--- src/rtl/control_sequencer.sv ---
// rtl/control_sequencer.sv - hardwired T-state controller for a single-bus datapath
module control_sequencer (
    input  logic        clk,
    input  logic        clr,
    input  logic        run,
    input  logic [31:0] IR,
    output logic        PCout,
    output logic        MARin,
    output logic        IncPC,
    output logic        Zin,
    output logic        ZLOin,
    output logic        ZLOout,
    output logic        PCin,
    output logic        Read,
    output logic        MDRin,
    output logic        MDRout,
    output logic        IRin,
    output logic        Yin,
    output logic [15:0] Rin,
    output logic [15:0] Rout,
    output logic [4:0]  ALUSelection,
    output logic        done,
    output logic        halted,
    output logic [2:0]  state
);

    typedef enum logic [2:0] {
        S_IDLE = 3'd0,
        S_T0   = 3'd1,
        S_T1   = 3'd2,
        S_T2   = 3'd3,
        S_T3   = 3'd4,
        S_T4   = 3'd5,
        S_T5   = 3'd6,
        S_HALT = 3'd7
    } state_t;

    state_t r_state;
    state_t w_next;

    logic [4:0] w_opcode;
    logic [3:0] w_ra;
    logic [3:0] w_rb;
    logic [3:0] w_rc;
    logic       w_is_binary;
    logic       w_is_unary;
    logic       w_is_alu;
    logic       w_is_halt;
    logic       w_unused_ir;

    assign w_opcode    = IR[31:27];
    assign w_ra        = IR[26:23];
    assign w_rb        = IR[22:19];
    assign w_rc        = IR[18:15];
    assign w_unused_ir = ^IR[14:0];

    assign w_is_binary = (w_opcode <= 5'h0D);
    assign w_is_unary  = (w_opcode == 5'h0E) || (w_opcode == 5'h0F);
    assign w_is_alu    = w_is_binary || w_is_unary;
    assign w_is_halt   = (w_opcode == 5'h1F);

    always_ff @(posedge clk or posedge clr) begin
        if (clr) begin
            r_state <= S_IDLE;
        end else begin
            r_state <= w_next;
        end
    end

    always_comb begin
        w_next = r_state;
        case (r_state)
            S_IDLE: w_next = run ? S_T0 : S_IDLE;
            S_T0:   w_next = S_T1;
            S_T1:   w_next = S_T2;
            S_T2:   w_next = S_T3;
            // IR has been loaded by the T2 edge, so the class is decoded here
            S_T3: begin
                if (w_is_halt) begin
                    w_next = S_HALT;
                end else if (w_is_alu) begin
                    w_next = S_T4;
                end else begin
                    w_next = run ? S_T0 : S_IDLE;
                end
            end
            S_T4:   w_next = S_T5;
            S_T5:   w_next = run ? S_T0 : S_IDLE;
            S_HALT: w_next = S_HALT;
            default: w_next = S_IDLE;
        endcase
    end

    always_comb begin
        PCout        = 1'b0;
        MARin        = 1'b0;
        IncPC        = 1'b0;
        Zin          = 1'b0;
        ZLOin        = 1'b0;
        ZLOout       = 1'b0;
        PCin         = 1'b0;
        Read         = 1'b0;
        MDRin        = 1'b0;
        MDRout       = 1'b0;
        IRin         = 1'b0;
        Yin          = 1'b0;
        Rin          = 16'h0000;
        Rout         = 16'h0000;
        ALUSelection = 5'b00000;
        done         = 1'b0;
        halted       = 1'b0;
        state        = r_state;
        case (r_state)
            S_T0: begin
                PCout = 1'b1;
                MARin = 1'b1;
                IncPC = 1'b1;
                Zin   = 1'b1;
                ZLOin = 1'b1;
            end
            S_T1: begin
                ZLOout = 1'b1;
                PCin   = 1'b1;
                Read   = 1'b1;
                MDRin  = 1'b1;
            end
            S_T2: begin
                MDRout = 1'b1;
                IRin   = 1'b1;
            end
            S_T3: begin
                if (w_is_alu) begin
                    Rout = 16'h0001 << w_rb;
                    Yin  = 1'b1;
                end
            end
            // Unary ops take their operand from Rb again; Y holds a don't-care copy
            S_T4: begin
                Rout         = 16'h0001 << (w_is_binary ? w_rc : w_rb);
                ALUSelection = w_opcode;
                Zin          = 1'b1;
                ZLOin        = 1'b1;
            end
            S_T5: begin
                ZLOout = 1'b1;
                Rin    = 16'h0001 << w_ra;
                done   = 1'b1;
            end
            S_HALT: halted = 1'b1;
            default: ;
        endcase
    end

endmodule

--- config.mk ---
export PLATFORM = sky130hd
export DESIGN_NAME = control_sequencer
export DESIGN_NICKNAME = d
export VERILOG_FILES = /design/src/rtl/control_sequencer.sv
export SDC_FILE = /design/constraint.sdc
export NUM_CORES = 1
export LEC_CHECK = 0
export BUFFER_PORTS_ARGS = -buffer_cell sky130_fd_sc_hd__buf_2
export CORE_MARGIN = 2
export CORE_UTILIZATION = 40
export CTS_BUF_LIST = sky130_fd_sc_hd__clkbuf_4 sky130_fd_sc_hd__clkbuf_8 sky130_fd_sc_hd__clkbuf_16
export CTS_CLUSTER_SIZE = 24
export DETAILED_ROUTE_END_ITERATION = 10
export GPL_TIMING_DRIVEN = 0
export PLACE_DENSITY = 0.85
export SYNTH_ARGS = -nofsm -noshare
export SYNTH_HDL_FRONTEND = slang
export SYNTH_SLANG_ARGS = --single-unit
--- constraint.sdc ---
create_clock -name clk -period 3.95 [get_ports clk]
set_input_delay 0.5925 -clock clk [delete_from_list [all_inputs] [get_ports clk]]
set_output_delay 0.5925 -clock clk [all_outputs]
set_load 0.05 [all_outputs]
---- Yosys cells after proc, flatten, opt, wreduce, memory -nomap -nowiden ----
Cells that the tools add are included.
cells by class
  order comparisons ....................... 1
  equal/unequal tests ..................... 10
  shift-type cells ........................ 3
  multiplexer cells ....................... 18
  reductions and logical operators ........ 6
operator list
  kind                  count
  $shl 1x4->16 const A  3
  $mux 16               2
  $pmux 16 s2           1
  $pmux 3 s7            1
  $eq 3x3->1 const B    4
  $eq 5x4->1 const B    2
  $mux 1                10
  $eq 3x2->1 const B    2
  $mux 3                2
  $reduce_or 2->1       3
  $eq 5x5->1 const B    1
  $le 5x4->1 const B    1
  $mux 5                1
  $mux 4                1
  $eq 3x1->1 const B    1
  $logic_not 3->1       1
  $logic_or 1x1->1      2
word-level totals
  bits in registers ....................... 3

---- Logic depth before layout (Yosys ltp) ----
  depth after elaboration ................. 6
  depth in mapped cells ................... 4

---- Worst setup path after synthesis ----
OpenSTA, ideal clock, no wires.
  path kind ............................... register to output
  start ................................... register r_state[0] (netlist: state[0])
  end ..................................... output port Rout[5]
  arrival ................................. 2.971 ns
  path slack .............................. 0.387 ns
  stages on the path, launching flop included .. 5
  cell sequence ........................... dfrtp_1 > buf_2 > nor4b_4 > a21oi_4 > o32ai_1
between the ends
  word-level cells in the longest chain between the ends .. 2
  elaborated cells between the ends (all ways) .. 3
  those cells by class .................... 2 x eq/ne; 1 x mux
RTL lines
  element                 line  RTL
  from (decl)             38    state_t r_state;
  from (signal assigned)  66    r_state <= w_next;
  $eq 3x3->1              113   case (r_state)
  $pmux 16 s2 (*)         113
  to (decl)               20    output logic [15:0] Rout,
Every way passes the cells marked *; elsewhere a longest branch is shown, timed or not.

---- Final worst setup path ----
Same ends and word-level chain as after synthesis.

==> results.sh <==
export IMPL_avgRoutedWirePerCell_um=12.8
export IMPL_drv_slew=0
export IMPL_cp_end_kind="output pin"
export IMPL_grt_pass1_vias=1071
export IMPL_setup_viol=0
export IMPL_arrival_ns=2.09
export IMPL_htreeDepth=1
export IMPL_clkLatencyLatePin_ns=0.25
export IMPL_io_pins=89
export IMPL_die_h_um=52.6
export IMPL_cts_root_buf="clkbuf_4"
export IMPL_tns_ns=0
export IMPL_synth_seq_cells=3
export IMPL_status="finished clean"
export IMPL_synth_nets=170
export IMPL_gp_congestion=0.889
export IMPL_p_total_mw=0.886
export IMPL_final_hold_violation_count=0
export IMPL_wl_met3_um=199
export IMPL_largest_register_ff_count=3
export IMPL_wl_met2_um=1570
export IMPL_crit_top_cell="buf_2"
export IMPL_r2r_end="state[0]"
export IMPL_cts_buffers=3
export IMPL_cts_tree="done"
export IMPL_grt_usage_pct=21.9
export IMPL_post_cts_resized=0
export IMPL_yosys_warnings=0
export IMPL_rsz0062_at_grt="no"
export IMPL_place_hpwl_um=2370
export IMPL_syn_cell_area_um2=943
export IMPL_crit_buf_inv=2
export IMPL_grt_max_degree=11
export IMPL_required_ns=3.36
export IMPL_fin_hold_ws_ns=0.202
export IMPL_dieArea_um2=2760
export IMPL_numClockSinks=3
export IMPL_vias=1312
export IMPL_fin_crit_sh_pct=68.0
export IMPL_tightest_slew_ns=0.421
export IMPL_final_util_pct=61.7
export IMPL_syn2layout_area_growth_pct=44.6
export IMPL_ys_seq_area_share_pct=7.96
export IMPL_drive_gt1_share_pct=46.7
export IMPL_crit_slowest_cell="o32ai_1"
export IMPL_diodes=0
export IMPL_cp_depth=5
export IMPL_slew_limit_headroom_pct=71.7
export IMPL_stdcell_count=238
export IMPL_firstDrtPassIters=4
export IMPL_r2r_start="state[2]"
export IMPL_ir_drop_mv=0.661
export IMPL_clk_pin_slew_ns=0.04
export IMPL_maxCapViolations=0
export IMPL_grt_pass1_wl_um=4610
export IMPL_m1WireLength_um=1220
export IMPL_p_per_area_nw_per_um2=649
export IMPL_r2r_cells=4
export IMPL_final_cell_area_um2=1360
export IMPL_fmax_mhz=373
export IMPL_power_leakage_nw=0.704
export IMPL_slowest_delay_ns=0.42
export IMPL_drtIter0Drc=48
export IMPL_dpl_cell_area_um2=1330
export IMPL_critPathTopFamily="compound AO/OA/AOI/OAI gates"
export IMPL_synth_cell_types=42
export IMPL_via_per_inst=5.51
export IMPL_route_detailed_drc=0
export IMPL_top_layer="met4"
export IMPL_clk_path_buf_depth=2
export IMPL_min_period_ns=2.68
export IMPL_clock_skew_ns=0.00349
export IMPL_cts_hold_buf=0
export IMPL_port_buffers=71
export IMPL_grt_ovfl_total=0
export IMPL_netlist_instances=135
export IMPL_pre_cts_ws_ns=1.37
export IMPL_setup_slack_ns=1.27
export IMPL_fill_cells=208
export IMPL_path_class="reg2out"
export IMPL_cp_max_fo=10
export IMPL_cp_start_kind="flip-flop"
export IMPL_rows=17
export IMPL_r2r_setup_slack_ns=2.70
export IMPL_initial_utilization_pct=42.6
export IMPL_core_area_um2=2210
export IMPL_cp_cell_sequence="buf_2, nor4b_4, a21oi_4, o32ai_1, buf_2"
export IMPL_finalWirelength_um=3060
export IMPL_grt_antenna_before_repair=0
export IMPL_dp_cells=234
export IMPL_synth_area_per_cell_um2=6.99
export IMPL_post_cts_setup_buffers=0
export IMPL_fin_nets=246
export IMPL_min_path_type="in2async"
export IMPL_die_width_um=52.6
export IMPL_ant_nets=0
-- routing by layer --
metal  track usage (%)  up-vias
met3              1.14        9
met4              10.7        0
li1                  -      643
met5                 0        -
met1              27.8      605
met2              37.1       55
-- worst max-delay path by stage --
stage | start | endpoint | slack (ns)
2_1_floorplan | state[0] | Rout[5] | 0.39
3_3_place_gp | IR[31] | Rout[1] | 1.45
3_5_place_dp | IR[31] | Rout[5] | 1.37
4_1_cts | state[0] | Rout[5] | 1.35
5_1_grt | state[0] | Rout[5] | 1.22
6_report | state[0] | Rout[5] | 1.27
-- power by group --
part	switching [mW]	leakage, nW	total [mW]	internal, mW
registers	0.0174	0.0354	0.0651	0.0478
logic	0.550	0.650	0.755	0.205
clock network	0.0207	0.0184	0.0656	0.0450
total	0.588	0.704	0.886	0.298
-- cell families after synthesis --
logic type | synth area share (%)
XOR/XNOR | 0.929
flip-flops | 7.96
multiplexers | 7.03
AND/OR/NAND/NOR | 48.0
AO/OA/AOI/OAI | 24.5
buffers and inverters | 11.5
-- cell usage after synthesis --
| cell type | number | area share, % |
|---|---|---|
| a32oi_1 | 2 | 1.9 |
| nand4b_1 | 1 | 0.93 |
| mux2i_1 | 1 | 1.1 |
| clkbuf_2 | 1 | 0.53 |
| a31oi_4 | 1 | 2.3 |
| nor3_1 | 4 | 2.1 |
| o22ai_1 | 11 | 7.3 |
| clkbuf_1 | 3 | 1.2 |
| buf_2 | 2 | 1.1 |
| buf_1 | 2 | 0.80 |
| mux2_2 | 3 | 3.6 |
| nand2b_1 | 9 | 6.0 |
| inv_1 | 6 | 2.4 |
| xnor2_1 | 1 | 0.93 |
| or4_4 | 1 | 1.2 |
| and2_1 | 5 | 3.3 |
| buf_4 | 7 | 5.6 |
| o22a_1 | 1 | 0.93 |
| a221o_1 | 1 | 1.1 |
| a311oi_1 | 1 | 0.93 |
| nor2b_1 | 3 | 2.0 |
| nor3b_1 | 2 | 1.6 |
| and2_2 | 1 | 0.80 |
| a21oi_4 | 1 | 1.7 |
| dfrtp_1 | 3 | 8.0 |
| mux2i_4 | 1 | 2.4 |
| or2_2 | 2 | 1.3 |
| a211o_1 | 1 | 0.93 |
| a21oi_1 | 1 | 0.53 |
| nor3_2 | 1 | 1.1 |
| nand3_1 | 5 | 2.7 |
| nand2_1 | 10 | 4.0 |
| a31o_2 | 1 | 0.93 |
| nand3b_1 | 8 | 6.4 |
| o21ai_0 | 1 | 0.53 |
| and3b_1 | 2 | 1.9 |
| a2111oi_0 | 1 | 0.93 |
| nor4b_4 | 1 | 2.5 |
| nor2_1 | 19 | 7.6 |
| and4b_1 | 2 | 2.1 |
| nand4_1 | 1 | 0.66 |
| o32ai_1 | 5 | 4.6 |
-- area by class of cell --
| class | count | area (µm²) | area share (%) |
|---|---|---|---|
| multi-input cells | 111 | 759 | 55.7 |
| repair buffers | 71 | 355 | 26.1 |
| flip-flops and latches | 3 | 75.1 | 5.50 |
| plain buffers | 15 | 86.3 | 6.33 |
| well taps | 28 | 35.0 | 2.57 |
| clock buffers | 4 | 30.0 | 2.20 |
| inverters | 6 | 22.5 | 1.65 |
-- cell usage in the layout (no fill, tap or decap), drive strengths merged, types with 2 or more instances in the layout --
cell type and instances:
o22ai 11, nand2b 9, nand2 10, nor3 5, nor2 19, or2 2
and4b 2, a21oi 2, buf 82, nand3 5, and3b 2, a32oi 2
inv 6, mux2 3, nand3b 8, mux2i 2, dfrtp 3, nor3b 2
and2 6, o32ai 5, clkbuf 8, nor2b 3
(Power assumes the default switching activity.)
